$ cat src/rtl/multi_issue_dmem_arbiter_pkg.sv
// Shared defaults and helpers for the multi-issue DMEM arbiter.
// Default values stand in for the project-wide configuration header.
package multi_issue_dmem_arbiter_pkg;

    localparam int DEF_NCORES        = 4;
    localparam int DEF_ADDR_WIDTH    = 12;
    localparam int DEF_NPORTS        = 2;
    localparam int DEF_CONFLICT_MODE = 0;
    localparam int DEF_BANK_BITS     = 2;
    localparam int DEF_MAX_WAIT      = 7;

    typedef enum logic {
        CONFLICT_WORD = 1'b0,
        CONFLICT_BANK = 1'b1
    } conflict_mode_e;

    function automatic conflict_mode_e conflict_mode(input int mode);
        return (mode == 0) ? CONFLICT_WORD : CONFLICT_BANK;
    endfunction

endpackage

$ cat src/rtl/multi_issue_dmem_arbiter_rr_find_first.sv
// Rotating priority finder: first set bit of (mask & ~excl) scanning upward from ptr,
// wrapping at N. Returns found plus the binary index.
module multi_issue_dmem_arbiter_rr_find_first
    import multi_issue_dmem_arbiter_pkg::*;
#(
    parameter int N  = 4,
    parameter int IW = 2
) (
    input  logic [N-1:0]  mask_i,
    input  logic [IW-1:0] ptr_i,
    input  logic [N-1:0]  excl_i,
    output logic          found_o,
    output logic [IW-1:0] idx_o
);

    logic [N-1:0]   cand;
    logic [2*N-1:0] dbl;
    logic [N-1:0]   rot;
    logic [IW:0]    sum;

    always_comb begin
        cand    = mask_i & ~excl_i;
        // rot[i] holds cand[(ptr + i) mod N]
        dbl     = {cand, cand} >> ptr_i;
        rot     = dbl[N-1:0];
        found_o = 1'b0;
        idx_o   = '0;
        sum     = '0;
        for (int i = 0; i < N; i++) begin
            if (!found_o && rot[i]) begin
                found_o = 1'b1;
                sum     = {1'b0, ptr_i} + (IW+1)'(i);
                if (sum >= (IW+1)'(N)) begin
                    sum = sum - (IW+1)'(N);
                end
                idx_o = sum[IW-1:0];
            end
        end
    end

endmodule

$ cat src/rtl/multi_issue_dmem_arbiter.sv
// Round-robin DMEM arbiter granting up to NPORTS conflict-free requests per cycle,
// with urgent (aged) requesters scanned ahead of the normal rotation.
module multi_issue_dmem_arbiter
    import multi_issue_dmem_arbiter_pkg::*;
#(
    parameter int NCORES        = DEF_NCORES,
    parameter int ADDR_WIDTH    = DEF_ADDR_WIDTH,
    parameter int NPORTS        = DEF_NPORTS,
    parameter int CONFLICT_MODE = DEF_CONFLICT_MODE,
    parameter int BANK_BITS     = DEF_BANK_BITS,
    parameter int MAX_WAIT      = DEF_MAX_WAIT
) (
    input  logic                             clk_i,
    input  logic                             rst_i,
    input  logic                             mem_ready_i,
    input  logic [NCORES-1:0]                req_valid_i,
    input  logic [NCORES*ADDR_WIDTH-1:0]     req_addr_packed_i,
    output logic [NCORES-1:0]                gnt_o,
    output logic [NPORTS-1:0]                port_valid_o,
    output logic [NPORTS*$clog2(NCORES)-1:0] port_sel_o,
    output logic [$clog2(NCORES)-1:0]        rr_ptr_o
);

    localparam int IW  = $clog2(NCORES);
    localparam int KW  = ADDR_WIDTH - 2;
    localparam int CW  = $clog2(NPORTS + 1);
    localparam int WW  = $clog2(MAX_WAIT + 1);
    localparam int NST = 2 * NPORTS;
    localparam conflict_mode_e MODE = conflict_mode(CONFLICT_MODE);

    logic [NCORES-1:0]      gnt_q, gnt_d;
    logic [NPORTS-1:0]      port_valid_q, port_valid_d;
    logic [NPORTS*IW-1:0]   port_sel_q, port_sel_d;
    logic [IW-1:0]          rr_ptr_q, rr_ptr_d;
    logic [WW-1:0]          wait_q [NCORES];
    logic [WW-1:0]          wait_d [NCORES];

    logic [NCORES-1:0]      elig, urgent, normal;
    logic [KW-1:0]          key [NCORES];
    logic [NCORES-1:0]      key_match [NCORES];

    logic [NST-1:0]         take_v;
    logic [NST*IW-1:0]      idx_v;
    logic [NST*CW-1:0]      pos_v;

    logic [NCORES-1:0]      kept;
    logic [NPORTS-1:0]      pv_sel;
    logic [NPORTS*IW-1:0]   ps_sel;
    logic                   norm_kept;
    logic [IW-1:0]          last_norm;
    logic [IW-1:0]          rr_inc;

    logic                   unused_addr_bits;
    logic                   unused_tail;

    assign unused_addr_bits = ^req_addr_packed_i;

    // Cores whose grant is currently visible sit out this cycle's selection.
    always_comb begin
        elig   = req_valid_i & ~gnt_q;
        urgent = '0;
        for (int k = 0; k < NCORES; k++) begin
            urgent[k] = elig[k] && (wait_q[k] == WW'(MAX_WAIT));
        end
        normal = elig & ~urgent;
    end

    for (genvar k = 0; k < NCORES; k++) begin : g_key
        if (MODE == CONFLICT_BANK) begin : g_bank
            assign key[k] = KW'(req_addr_packed_i[ADDR_WIDTH*k+2 +: BANK_BITS]);
        end else begin : g_word
            assign key[k] = req_addr_packed_i[ADDR_WIDTH*k+2 +: KW];
        end
    end

    always_comb begin
        for (int j = 0; j < NCORES; j++) begin
            key_match[j] = '0;
            for (int k = 0; k < NCORES; k++) begin
                key_match[j][k] = (key[j] == key[k]);
            end
        end
    end

    // Stages 0..NPORTS-1 scan the urgent group, the rest the normal group. A kept
    // core excludes every core sharing its key from all later stages.
    for (genvar s = 0; s < NST; s++) begin : g_stage
        logic [NCORES-1:0] mask;
        logic [NCORES-1:0] excl_in, excl_out;
        logic [CW-1:0]     cnt_in, cnt_out;
        logic              found, take;
        logic [IW-1:0]     idx;

        if (s < NPORTS) begin : g_urg
            assign mask = urgent;
        end else begin : g_norm
            assign mask = normal;
        end

        if (s == 0) begin : g_first
            assign excl_in = '0;
            assign cnt_in  = '0;
        end else begin : g_chain
            assign excl_in = g_stage[s-1].excl_out;
            assign cnt_in  = g_stage[s-1].cnt_out;
        end

        multi_issue_dmem_arbiter_rr_find_first #(
            .N  (NCORES),
            .IW (IW)
        ) u_find (
            .mask_i  (mask),
            .ptr_i   (rr_ptr_q),
            .excl_i  (excl_in),
            .found_o (found),
            .idx_o   (idx)
        );

        assign take     = found && (cnt_in < CW'(NPORTS));
        assign excl_out = take ? (excl_in | key_match[idx]) : excl_in;
        assign cnt_out  = cnt_in + CW'(take);

        assign take_v[s]           = take;
        assign idx_v[s*IW +: IW]   = idx;
        assign pos_v[s*CW +: CW]   = cnt_in;
    end

    assign unused_tail = ^{g_stage[NST-1].excl_out, g_stage[NST-1].cnt_out};

    always_comb begin
        kept      = '0;
        pv_sel    = '0;
        ps_sel    = '0;
        norm_kept = 1'b0;
        last_norm = '0;
        for (int s = 0; s < NST; s++) begin
            if (take_v[s]) begin
                kept[idx_v[s*IW +: IW]] = 1'b1;
                for (int p = 0; p < NPORTS; p++) begin
                    if (pos_v[s*CW +: CW] == CW'(p)) begin
                        pv_sel[p]           = 1'b1;
                        ps_sel[p*IW +: IW]  = idx_v[s*IW +: IW];
                    end
                end
                if (s >= NPORTS) begin
                    norm_kept = 1'b1;
                    last_norm = idx_v[s*IW +: IW];
                end
            end
        end
        rr_inc = (last_norm == IW'(NCORES - 1)) ? '0 : last_norm + IW'(1);
    end

    always_comb begin
        gnt_d        = '0;
        port_valid_d = '0;
        port_sel_d   = '0;
        rr_ptr_d     = rr_ptr_q;
        if (mem_ready_i) begin
            gnt_d        = kept;
            port_valid_d = pv_sel;
            port_sel_d   = ps_sel;
            // Urgent-only grants leave the rotation where it was.
            if (norm_kept) begin
                rr_ptr_d = rr_inc;
            end
        end
        for (int k = 0; k < NCORES; k++) begin
            wait_d[k] = wait_q[k];
            if (!req_valid_i[k]) begin
                wait_d[k] = '0;
            end else if (mem_ready_i && kept[k]) begin
                wait_d[k] = '0;
            end else if (mem_ready_i && elig[k] && (wait_q[k] != WW'(MAX_WAIT))) begin
                wait_d[k] = wait_q[k] + WW'(1);
            end
        end
    end

    always_ff @(posedge clk_i) begin
        if (rst_i) begin
            gnt_q        <= '0;
            port_valid_q <= '0;
            port_sel_q   <= '0;
            rr_ptr_q     <= '0;
            for (int k = 0; k < NCORES; k++) begin
                wait_q[k] <= '0;
            end
        end else begin
            gnt_q        <= gnt_d;
            port_valid_q <= port_valid_d;
            port_sel_q   <= port_sel_d;
            rr_ptr_q     <= rr_ptr_d;
            for (int k = 0; k < NCORES; k++) begin
                wait_q[k] <= wait_d[k];
            end
        end
    end

    assign gnt_o        = gnt_q;
    assign port_valid_o = port_valid_q;
    assign port_sel_o   = port_sel_q;
    assign rr_ptr_o     = rr_ptr_q;

endmodule

$ cat config.mk
export PLATFORM = sky130hd
export DESIGN_NAME = multi_issue_dmem_arbiter
export DESIGN_NICKNAME = d
export VERILOG_FILES = /design/src/rtl/multi_issue_dmem_arbiter_pkg.sv /design/src/rtl/multi_issue_dmem_arbiter_rr_find_first.sv /design/src/rtl/multi_issue_dmem_arbiter.sv
export SDC_FILE = /design/constraint.sdc
export NUM_CORES = 1
export LEC_CHECK = 0
export CORE_MARGIN = 2
export CORE_UTILIZATION = 35
export DETAILED_ROUTE_END_ITERATION = 10
export MAX_ROUTING_LAYER = met4
export PLACE_DENSITY_LB_ADDON = 0.3
export SYNTH_ARGS = -nofsm -noshare
export SYNTH_HDL_FRONTEND = slang
export SYNTH_HIERARCHICAL = 1
export SYNTH_SLANG_ARGS = --single-unit
export TNS_END_PERCENT = 100
$ cat constraint.sdc
create_clock -name clk_i -period 5.73 [get_ports clk_i]
set_input_delay 1.146 -clock clk_i [delete_from_list [all_inputs] [get_ports clk_i]]
set_output_delay 1.146 -clock clk_i [all_outputs]
set_load 0.05 [all_outputs]
=== Word level (Yosys, flattened, before mapping) ===
Memories as Yosys holds them, arrays and structs flattened.
Cells that the tools add are included.

* $add $sub $neg: 14
* Multipliers: 0
* Div/mod/pow operators: 0
* Magnitude comparators: 18
* Equal/unequal tests: 23
* Shift-type cells: 4
* Muxes and demuxes: 104
* Bitwise gates (word level): 23
* Reductions and logical operators: 52

{| class="wikitable"
|+ Operators with widths
! cell !! number
|-
| $eq A10 B10 Y1 || 12
|-
| $mux W2 || 33
|-
| $mux W4 || 16
|-
| $mux W3 || 16
|-
| $logic_and A1 B1 Y1 || 35
|-
| $mux W1 || 32
|-
| $shr A8 B2 Y4 || 4
|-
| $bmux W4 S2 || 3
|-
| $and A4 B4 Y4 || 5
|-
| $not A4 Y4 || 5
|-
| $or A4 B4 Y4 || 5
|-
| $ge A3 B3 Y1 const B || 6
|-
| $add A3 B1 Y3 const B || 4
|-
| $eq A3 B3 Y1 const B || 4
|-
| $logic_not A1 Y1 || 12
|-
| $lt A2 B3 Y1 const B || 4
|-
| $ne A3 B3 Y1 const B || 4
|-
| $not A2 Y3 || 3
|-
| $demux W1 S2 || 4
|-
| $ge A2 B1 Y1 const B || 4
|-
| $sub A2 B1 Y2 const B || 4
|-
| $add A2 B2 Y3 const B || 2
|-
| $logic_not A2 Y1 || 3
|-
| $eq A2 B1 Y1 const B || 2
|-
| other kinds (12) || 16
|}

* Bits in registers: 12
* Bits in latches: 0
* Bits in writable memories: 12
* Bits in read-only memories: 0
* Output and inout bits: 12
* Logic and storage cells: 243
* Memories kept: 1

{| class="wikitable"
|+ Memory list
! memory !! words !! bits a word !! rd ports !! clocked after memory_dff !! wr ports !! line !! RTL
|-
| wait_q || 4 || 3 || 4 || 0 || 4 || multi_issue_dmem_arbiter.sv:35 || <nowiki>logic [WW-1:0] wait_q [NCORES];</nowiki>
|}

=== Longest topological paths before layout ===
Gate-level depths: netlist of run 1.

* Depth after elaboration: 80
* Mapped depth: 35
* Gate-level depth less buffers: 32

=== Modules after synthesis ===
The synthesis of run 1 kept the hierarchy.

{| class="wikitable"
|+ By module, submodules not included
! module !! instances !! cells each !! area each (sq um) !! seq. area each (sq um)
|-
| multi_issue_dmem_arbiter || 1 || 308 || 2462.4 || 480.5
|-
| multi_issue_dmem_arbiter_rr_find_first || 4 || 18 || 106.4 || 0.0
|}

=== Worst setup path after synthesis of run 1 ===
No wires, ideal clock.

* Path type: input to register
* Start point: input port req_valid_i[3]
* End point: memory wait_q[0][0] (netlist bit)
* Setup time: 0.065 ns
* Arrival: 6.189 ns
* Setup slack: -0.524 ns
* Stages: 32
* Buffers on the path: 4
* Cell sequence: inv_1 nor3b_1 nor2b_1 o21ai_0 a21oi_1 buf_2 nor2b_1 o31ai_1 nand4_1 inv_1 nor2b_1 o21ai_0 a21oi_1 clkbuf_1 nor2b_1 o31ai_1 o2111ai_1 nand2_1 nor4b_1 a31oi_1 o311a_1 clkbuf_1 a21boi_1 o311ai_1 nor4b_1 a31oi_1 o311a_1 clkbuf_1 nor3_1 o31ai_1 nand3b_1 nor2_1

{| class="wikitable"
|+ RTL lines
! element !! line !! RTL
|-
| start, declared || multi_issue_dmem_arbiter.sv:16 || <nowiki>input logic [NCORES-1:0] req_valid_i,</nowiki>
|-
| end, declared || multi_issue_dmem_arbiter.sv:35 ||
|}

==> metrics.txt, run 1 <==
# TYPE chip_impl_metric gauge
chip_impl_metric{name="total_die_area",unit="µm²"} 8990
chip_impl_metric{name="net-switching-power",unit="µW"} 682
chip_impl_info{name="critPathKind",value="primary input to register"} 1
chip_impl_metric{name="htree_levels",unit=""} 1
chip_impl_metric{name="fin_worst_hold_slack",unit="ns"} 0.525
chip_impl_metric{name="drt_first_iter_violations",unit=""} 301
chip_impl_metric{name="worstPathArrival",unit="ns"} 6.64
chip_impl_metric{name="via_count",unit=""} 3775
chip_impl_metric{name="timing_max_transition_violations_final",unit=""} 0
chip_impl_metric{name="timing.setup.tns",unit="ns"} -13.11
chip_impl_metric{name="start_util",unit=""} 0.357
chip_impl_info{name="root_buffer",value="sky130_fd_sc_hd__clkbuf_8"} 1
chip_impl_metric{name="endpoints_failing_hold",unit=""} 0
chip_impl_metric{name="p_sw_frac",unit=""} 0.450
chip_impl_metric{name="clock-skew-final",unit="ns"} 0.00237
chip_impl_metric{name="maxCapViolCount",unit=""} 0
chip_impl_metric{name="min_period_over_period",unit=""} 1.12
chip_impl_metric{name="synth_enable_flop_cells",unit=""} 0
chip_impl_metric{name="yosysSeqAreaShare",unit=""} 0.166
chip_impl_info{name="synth-main-ff-cell",value="sky130_fd_sc_hd__dfxtp_1"} 1
chip_impl_metric{name="number_of_global_route_vias_before_repair",unit=""} 3660
chip_impl_metric{name="final_layout_size_suffix_gt1_frac",unit=""} 0.432
chip_impl_metric{name="n_antenna_cell",unit=""} 0
chip_impl_metric{name="combinationalPowerShare",unit=""} 0.761
chip_impl_metric{name="row_count",unit=""} 33
chip_impl_metric{name="p_total",unit="mW"} 1.52
chip_impl_metric{name="route.detailed.vias_per_inst",unit=""} 5.54
chip_impl_metric{name="cellInternalPower",unit="µW"} 834
chip_impl_metric{name="synth.yosys.warnings",unit=""} 6
chip_impl_metric{name="cts_buffer_depth",unit=""} 2
chip_impl_metric{name="max_freq",unit="GHz"} 0.156
chip_impl_metric{name="die_height",unit="µm"} 94.8
chip_impl_metric{name="track_usage",unit=""} 0.237
chip_impl_metric{name="r2r_cells",unit=""} 34
chip_impl_metric{name="power_frac_seq",unit=""} 0.140
chip_impl_metric{name="synthCells",unit=""} 380
chip_impl_metric{name="boundaryPins",unit=""} 67
chip_impl_metric{name="core",unit="µm²"} 8090
chip_impl_metric{name="max_slew.worst_pin.slew",unit="ns"} 1.09
chip_impl_info{name="run_status",value="complete, but fails checks"} 1
chip_impl_metric{name="synth.ff_latch_count",unit=""} 24
chip_impl_metric{name="route.detailed.wl_per_inst",unit="µm"} 17.2
chip_impl_metric{name="leakage",unit="nW"} 2.13
chip_impl_metric{name="area_of_the_mapped_netlist",unit="µm²"} 2890
chip_impl_metric{name="worst_skew_late_latency",unit="ns"} 0.27
chip_impl_metric{name="grt-ovfl-total",unit=""} 0
chip_impl_info{name="violations",value="negative setup slack"} 1
chip_impl_metric{name="area_growth_syn_to_layout",unit="%"} 87.2
chip_impl_metric{name="cts-buffers-inserted",unit=""} 3
chip_impl_info{name="end_kind",value="register"} 1
chip_impl_metric{name="syn_avg_cell_area",unit="µm²"} 7.60
chip_impl_metric{name="cts.sink_count",unit=""} 24
chip_impl_metric{name="number_of_endpoints_failing_setup_at_the_final_stage",unit=""} 24
chip_impl_metric{name="antenna_found_initial",unit=""} 0
chip_impl_metric{name="clkTransAtPathRegs",unit="ns"} 0.08
chip_impl_metric{name="globalplace.congestion",unit=""} 0.967
chip_impl_metric{name="hold-path-cell-count",unit=""} 2
chip_impl_info{name="min-delay-path-class",value="register to register"} 1
chip_impl_metric{name="max_ir_drop_vdd",unit="V"} 0.000185
chip_impl_metric{name="ant_nets",unit=""} 0
chip_impl_metric{name="buffer_ports.inserted",unit=""} 58
chip_impl_info{name="unrepaired_setup_endpoints_after_global_routing",value="yes"} 1
chip_impl_info{name="startpoint_type",value="primary input"} 1
chip_impl_metric{name="post_cts_hold_buffer_count",unit=""} 0
chip_impl_metric{name="total_length_of_routed_wires",unit="mm"} 11.7
chip_impl_metric{name="finalWorstSetupSlack",unit="ns"} -0.697
chip_impl_metric{name="drt_pass1_iterations",unit=""} 5
chip_impl_metric{name="dp.final_hpwl",unit="mm"} 7.33
chip_impl_metric{name="nNetsFinal",unit=""} 644
chip_impl_metric{name="relative_slew_slack",unit=""} 0.275
chip_impl_metric{name="crit_path_max_fanout",unit=""} 8
chip_impl_info{name="cts_tree",value="built"} 1
chip_impl_metric{name="post-route-util",unit=""} 0.668
chip_impl_metric{name="maximum_number_of_pins_on_one_net_before_global_route_repair",unit=""} 20
chip_impl_metric{name="drt_drc_violations_left",unit=""} 0
chip_impl_metric{name="cellPowerDensity",unit="nW/µm²"} 280
chip_impl_metric{name="synth_async_reset_ratio",unit=""} 0
chip_impl_metric{name="dieWidth",unit="µm"} 94.8
chip_impl_metric{name="place.detailed.instances",unit=""} 625
chip_impl_metric{name="synth.distinct_cells",unit=""} 45
chip_impl_metric{name="global_route_wire_length_before_repair",unit="mm"} 16.8
chip_impl_metric{name="crit_required",unit="ns"} 5.95
chip_impl_metric{name="power.share.clock",unit=""} 0.099
chip_impl_metric{name="instances_no_fill",unit=""} 681
chip_impl_metric{name="period_needed",unit="ns"} 6.43
[kinds of logic (layout without fill, tap and decap cells)]
family,Yosys count,in the layout,synth area share
compound gates,88,88,0.216
fa+ha+maj,12,12,0.0546
simple gates,150,150,0.292
other cells,1,7,0.00130
flops,24,24,0.166
xor+xnor,66,66,0.200
mux,8,8,0.0277
buf+inv,31,221,0.0416
[stage by stage]
step	worst slack [ns]	cell area [µm²]
after floorplan	-0.0711	3060
after global placement	-1.04	4340
after detailed placement	-1.14	4340
after CTS	-0.205	5010
after global routing	-0.826	5410
final	-0.697	5410
[power by group through the flow]
stage          Combinational, mW  Sequential (mW)  Clock (mW)
3_5_place_dp               0.750            0.213           0
5_1_grt                     1.22            0.216       0.161
3_3_place_gp               0.739            0.211           0
2_1_floorplan              0.413            0.295           0
6_report                    1.15            0.213       0.150
4_1_cts                    0.948            0.213       0.148
[worst paths after layout]
check             slack, ns                   from      endpoint
hold reg to reg        0.53           wait_q[1][1]  wait_q[1][1]
setup reg to reg      -0.39           wait_q[2][0]  wait_q[0][2]
hold / removal         0.53           wait_q[1][1]  wait_q[1][1]
setup / recovery      -0.70  req_addr_packed_i[43]  wait_q[0][2]
[repair_timing]
item                       in CTS  in global routing
buffers inserted               37                 16
setup endpoints to repair      24                 24
gates resized for setup        89                 60
pin swaps                      48                 46
[area by class of cell]
type,count,area (µm²)
clock inverter,1,30.0
clock buffer,3,41.3
tap,105,131
inverter,18,70.1
timing repair buffer,199,1720
fill,616,2690
sequential,24,480
multi-input combinational,331,2940
[worst max-delay path, stage by stage]
cell                              delay, ns
sky130_fd_sc_hd__clkdlybuf4s50_1       0.47
sky130_fd_sc_hd__buf_4                 0.16
sky130_fd_sc_hd__xnor2_1               0.15
sky130_fd_sc_hd__nand4_1               0.25
sky130_fd_sc_hd__o31ai_1               0.37
sky130_fd_sc_hd__nand4_1               0.25
sky130_fd_sc_hd__inv_2                 0.15
sky130_fd_sc_hd__nor2b_4               0.06
sky130_fd_sc_hd__o311a_1               0.36
sky130_fd_sc_hd__buf_6                 0.15
sky130_fd_sc_hd__buf_4                 0.14
sky130_fd_sc_hd__o311ai_0              0.12
sky130_fd_sc_hd__nand4_1               0.24
sky130_fd_sc_hd__nand2_1               0.16
sky130_fd_sc_hd__nor2b_2               0.07
sky130_fd_sc_hd__a31oi_1               0.28
sky130_fd_sc_hd__o311a_4               0.35
sky130_fd_sc_hd__a21boi_1              0.24
sky130_fd_sc_hd__o211ai_1              0.17
sky130_fd_sc_hd__nor2b_1               0.20
sky130_fd_sc_hd__nor2_2                0.08
sky130_fd_sc_hd__a21oi_2               0.17
sky130_fd_sc_hd__buf_4                 0.16
sky130_fd_sc_hd__nor3_1                0.06
sky130_fd_sc_hd__o31ai_1               0.29
sky130_fd_sc_hd__buf_4                 0.17
sky130_fd_sc_hd__nand3b_1              0.11
sky130_fd_sc_hd__nor2_1                0.10
[sequential cells by signal, summed over array words and instances, names as in the netlist]
name	flops
wait_q	12
port_valid_o	2
port_sel_o	4
gnt_o	4
rr_ptr_o	2
[Yosys cell counts (4+ instances only)]
cell type	count	area (µm²)
sky130_fd_sc_hd__xnor2_1	64	561
sky130_fd_sc_hd__nor2_1	26	97.6
sky130_fd_sc_hd__o31ai_1	26	195
sky130_fd_sc_hd__dfxtp_1	24	480
sky130_fd_sc_hd__nand2_1	23	86.3
sky130_fd_sc_hd__nor2b_1	18	113
sky130_fd_sc_hd__inv_1	17	63.8
sky130_fd_sc_hd__nand4_1	14	87.6
sky130_fd_sc_hd__nor3_1	14	70.1
sky130_fd_sc_hd__nand2b_1	13	81.3
sky130_fd_sc_hd__nor3b_1	12	90.1
sky130_fd_sc_hd__o21ai_0	12	60.1
sky130_fd_sc_hd__ha_1	11	138
sky130_fd_sc_hd__a21oi_1	10	50.1
sky130_fd_sc_hd__nand3_1	10	50.1
sky130_fd_sc_hd__clkbuf_1	9	33.8
sky130_fd_sc_hd__mux2i_1	8	80.1
sky130_fd_sc_hd__o211ai_1	6	45.0
sky130_fd_sc_hd__a31oi_1	5	31.3
sky130_fd_sc_hd__nand3b_1	5	37.5
sky130_fd_sc_hd__and2_0	4	25.0
sky130_fd_sc_hd__nor4b_1	4	35.0
sky130_fd_sc_hd__o2111ai_1	4	35.0
sky130_fd_sc_hd__o21ai_1	4	20.0
sky130_fd_sc_hd__o311a_1	4	40.0
[cells in the final DEF, fill, tap and decap left out, types with 7 or more instances in the layout]
cell type                         instances
sky130_fd_sc_hd__nand2b_4                 7
sky130_fd_sc_hd__o31ai_2                 10
sky130_fd_sc_hd__dfxtp_1                 24
sky130_fd_sc_hd__o31ai_1                 16
sky130_fd_sc_hd__conb_1                   7
sky130_fd_sc_hd__nor2b_4                  9
sky130_fd_sc_hd__buf_6                   19
sky130_fd_sc_hd__buf_4                  123
sky130_fd_sc_hd__nand4_1                 14
sky130_fd_sc_hd__mux2i_1                  8
sky130_fd_sc_hd__inv_1                   13
sky130_fd_sc_hd__nor3_1                   8
sky130_fd_sc_hd__nor2_1                  21
sky130_fd_sc_hd__xnor2_1                 61
sky130_fd_sc_hd__nand2_1                 17
sky130_fd_sc_hd__clkdlybuf4s50_1         51
sky130_fd_sc_hd__ha_1                    11
[metal layers]
metal | wire (µm) | track usage
met5 | 0 | -
met1 | 4590 | 0.272
met2 | 6030 | 0.424
met3 | 620 | 0.0279
met4 | 453 | 0.0870
No activity file was read; power rests on OpenSTA's default activity.
==> run 2, diff against run 1 <==
- GPL_TIMING_DRIVEN: unset -> 1
- clock period: 5.73 -> 7 ns (I/O delays scaled with it)
==> run 2 against run 1 <==
  * The run now ends clean
  * Wire length decreased by 22%
  * Utilization decreased by 9.1 points
  * Largest cell class unchanged
  * Via count decreased by 12%
  * Worst hold slack got worse by 0.017 ns
  * Setup slack improved by 0.84 ns
  * Highest routed layer unchanged
  * Register-to-register slack improved by 1.5 ns
  * Critical endpoint is now wait_q[1][0]
  * Clock skew about the same
  * Clock power decreased by 38%
  * Sequential share of layout area increased by 1.4 points
  * Global-route usage decreased by 4.1 points
==> metrics.txt, run 2 (same netlist as run 1, synthesis figures left out) <==
# TYPE chip_impl_metric gauge
chip_impl_metric{name="post_cts_hold_buffer_count",unit=""} 0
chip_impl_metric{name="total_length_of_routed_wires",unit="mm"} 9.11
chip_impl_metric{name="antenna_found_initial",unit=""} 0
chip_impl_metric{name="critical-path-max-stage-delay",unit="ns"} 0.47
chip_impl_metric{name="relative_slew_slack",unit=""} 0.349
chip_impl_info{name="cell_family_contributing_the_most_delay_on_the_critical_path",value="compound AO/OA/AOI/OAI gates"} 1
chip_impl_metric{name="dp.final_hpwl",unit="mm"} 6.96
chip_impl_metric{name="max_freq",unit="GHz"} 0.146
chip_impl_info{name="end_kind",value="register"} 1
chip_impl_metric{name="clock-skew-final",unit="ns"} 0.00253
chip_impl_metric{name="via_count",unit=""} 3315
chip_impl_metric{name="placed_cell_area",unit="µm²"} 4000
chip_impl_metric{name="maxCapViolCount",unit=""} 0
chip_impl_metric{name="power.share.clock",unit=""} 0.090
chip_impl_metric{name="core",unit="µm²"} 8090
chip_impl_metric{name="grt-ovfl-total",unit=""} 0
chip_impl_metric{name="leakage",unit="nW"} 1.76
chip_impl_metric{name="dieWidth",unit="µm"} 94.8
chip_impl_metric{name="cts.sink_count",unit=""} 24
chip_impl_info{name="startpoint_type",value="primary input"} 1
chip_impl_metric{name="min_period_over_period",unit=""} 0.980
chip_impl_metric{name="crit_required",unit="ns"} 7.20
chip_impl_metric{name="cellPowerDensity",unit="nW/µm²"} 219
chip_impl_info{name="top_register",value="wait_q"} 1
chip_impl_metric{name="post-route-util",unit=""} 0.577
chip_impl_metric{name="buffer_ports.inserted",unit=""} 58
chip_impl_metric{name="n_antenna_cell",unit=""} 0
chip_impl_metric{name="route.detailed.wl_per_inst",unit="µm"} 14.7
chip_impl_metric{name="r2r_cells",unit=""} 37
chip_impl_metric{name="crit_path_max_fanout",unit=""} 5
chip_impl_info{name="critPathKind",value="primary input to register"} 1
chip_impl_metric{name="clkTransAtPathRegs",unit="ns"} 0.08
chip_impl_metric{name="maximum_number_of_pins_on_one_net_before_global_route_repair",unit=""} 20
chip_impl_metric{name="critical_path.n_buffers_inverters",unit=""} 9
chip_impl_metric{name="path_depth",unit=""} 34
chip_impl_metric{name="globalplace.congestion",unit=""} 0.950
chip_impl_metric{name="number_of_endpoints_failing_setup_at_the_final_stage",unit=""} 0
chip_impl_metric{name="layout.cell_area.non_filler",unit="µm²"} 4670
chip_impl_info{name="critical_path.most_common_cell",value="sky130_fd_sc_hd__buf_4"} 1
chip_impl_info{name="root_buffer",value="sky130_fd_sc_hd__clkbuf_8"} 1
chip_impl_info{name="min-delay-path-class",value="register to register"} 1
chip_impl_info{name="cts_tree",value="built"} 1
chip_impl_metric{name="max_ir_drop_vdd",unit="V"} 0.000142
chip_impl_metric{name="drt_first_iter_violations",unit=""} 185
chip_impl_metric{name="combinationalPowerShare",unit=""} 0.737
chip_impl_metric{name="track_usage",unit=""} 0.196
chip_impl_metric{name="timing_max_transition_violations_final",unit=""} 0
chip_impl_info{name="layout_commonest_cell",value="sky130_fd_sc_hd__buf_4"} 1
chip_impl_metric{name="p_sw_frac",unit=""} 0.448
chip_impl_metric{name="route.detailed.vias_per_inst",unit=""} 5.36
chip_impl_metric{name="fillerInstances",unit=""} 725
chip_impl_metric{name="die_height",unit="µm"} 94.8
chip_impl_metric{name="cellInternalPower",unit="µW"} 565
chip_impl_metric{name="htree_levels",unit=""} 1
chip_impl_metric{name="cts-buffers-inserted",unit=""} 3
chip_impl_info{name="crit_slowest_cell",value="sky130_fd_sc_hd__clkdlybuf4s50_1"} 1
chip_impl_metric{name="flip_flop_count_of_the_largest_register_after_layout",unit=""} 12
chip_impl_info{name="run_status",value="complete, no violations"} 1
chip_impl_metric{name="global_route_wire_length_before_repair",unit="mm"} 14.1
chip_impl_metric{name="drt_drc_violations_left",unit=""} 0
chip_impl_metric{name="nNetsFinal",unit=""} 581
chip_impl_info{name="final_cell_mix",value="sky130_fd_sc_hd__buf_4 (66), sky130_fd_sc_hd__xnor2_1 (64), sky130_fd_sc_hd__clkdlybuf4s50_1 (57), sky130_fd_sc_hd__dfxtp_1 (24), sky130_fd_sc_hd__nor2_1 (21)"} 1
chip_impl_metric{name="number_of_global_route_vias_before_repair",unit=""} 3133
chip_impl_metric{name="start_util",unit=""} 0.357
chip_impl_metric{name="p_total",unit="mW"} 1.02
chip_impl_metric{name="area_growth_syn_to_layout",unit="%"} 61.6
chip_impl_metric{name="worstPathArrival",unit="ns"} 7.07
chip_impl_metric{name="worst_skew_late_latency",unit="ns"} 0.26
chip_impl_metric{name="hold-path-cell-count",unit=""} 2
chip_impl_metric{name="row_count",unit=""} 33
chip_impl_metric{name="final_layout_size_suffix_gt1_frac",unit=""} 0.300
chip_impl_metric{name="max_slew.worst_pin.slew",unit="ns"} 0.974
chip_impl_metric{name="boundaryPins",unit=""} 67
chip_impl_metric{name="drt_pass1_iterations",unit=""} 4
chip_impl_metric{name="period_needed",unit="ns"} 6.86
chip_impl_metric{name="total_die_area",unit="µm²"} 8990
chip_impl_metric{name="cts_buffer_depth",unit=""} 2
chip_impl_metric{name="ant_nets",unit=""} 0
chip_impl_metric{name="net-switching-power",unit="µW"} 459
chip_impl_metric{name="endpoints_failing_hold",unit=""} 0
chip_impl_metric{name="power_frac_seq",unit=""} 0.172
run 2: cell types whose count changed in the layout (fill, tap and decap cells not counted), sizes merged:
cell,before,now
buf,144,78
dlygate4sd2,2,0
dlymetal6s2s,2,1
clkdlybuf4s50,51,57
bufinv,1,0
clkbuf,3,4
run 2: metrics by stage:
stage / setup slack, ns / hold slack [ns] / TNS, ns / cells
after global routing: -0.108 / 0.539 / -1.23 / 618
after floorplan: 0.492 / 0.465 / 0 / 386
final: 0.138 / 0.508 / 0 / 618
after detailed placement: -0.455 / 0.489 / -7.77 / 593
after global placement: -0.446 / 0.479 / -6.93 / 593
after CTS: 0.00439 / 0.514 / 0 / 609
run 2: power groups by stage:
| stage | clock network, mW | registers (mW) | logic, mW |
|---|---|---|---|
| finish | 0.0926 | 0.176 | 0.755 |
| global route | 0.101 | 0.180 | 0.810 |
| CTS | 0.0957 | 0.175 | 0.602 |
| detailed placement | 0 | 0.178 | 0.587 |
| global placement | 0 | 0.178 | 0.583 |
| floorplan | 0 | 0.239 | 0.304 |
run 2: final cells by class:
type                    count  area (µm²)  area share
clock buffers               4        55.1      0.0118
inverters                  18        70.1      0.0150
multi-input cells         331        2710       0.581
flip-flops and latches     24         480       0.103
well taps                 105         131      0.0282
repair buffers            136        1220       0.261
run 2: final timing paths:
kind                                      from           end  slack (ns)
worst max-delay path            req_valid_i[3]  wait_q[1][0]        0.14
worst min-delay path              wait_q[2][1]  wait_q[2][1]        0.51
worst max register to register    wait_q[2][0]  wait_q[1][0]        1.08
worst min register to register    wait_q[2][1]  wait_q[2][1]        0.51
run 2: layer usage:
layer,GRT usage,up-vias,share of wire
met5,-,-,0
li1,-,1645,-
met2,0.340,113,0.49
met1,0.250,1539,0.44
met3,0.0200,18,0.048
met4,0.0338,0,0.020
run 2: worst register-to-register path, delay by kind of cell, from the launching register on:
kind / cells / cell delay [ns]
adders and majority gates: 2 / 0.39
and+or+nand+nor: 14 / 2.06
buffers and inverters: 9 / 1.22
DFF: 1 / 0.33
AOI/OAI and AO/OA: 12 / 1.87
run 2: what timing repair did:
action / CTS / global route
buffers inserted: 12 / 10
gates resized for setup: 16 / 92
pin swaps: 6 / 40
endpoints found under the setup margin: 18 / 24
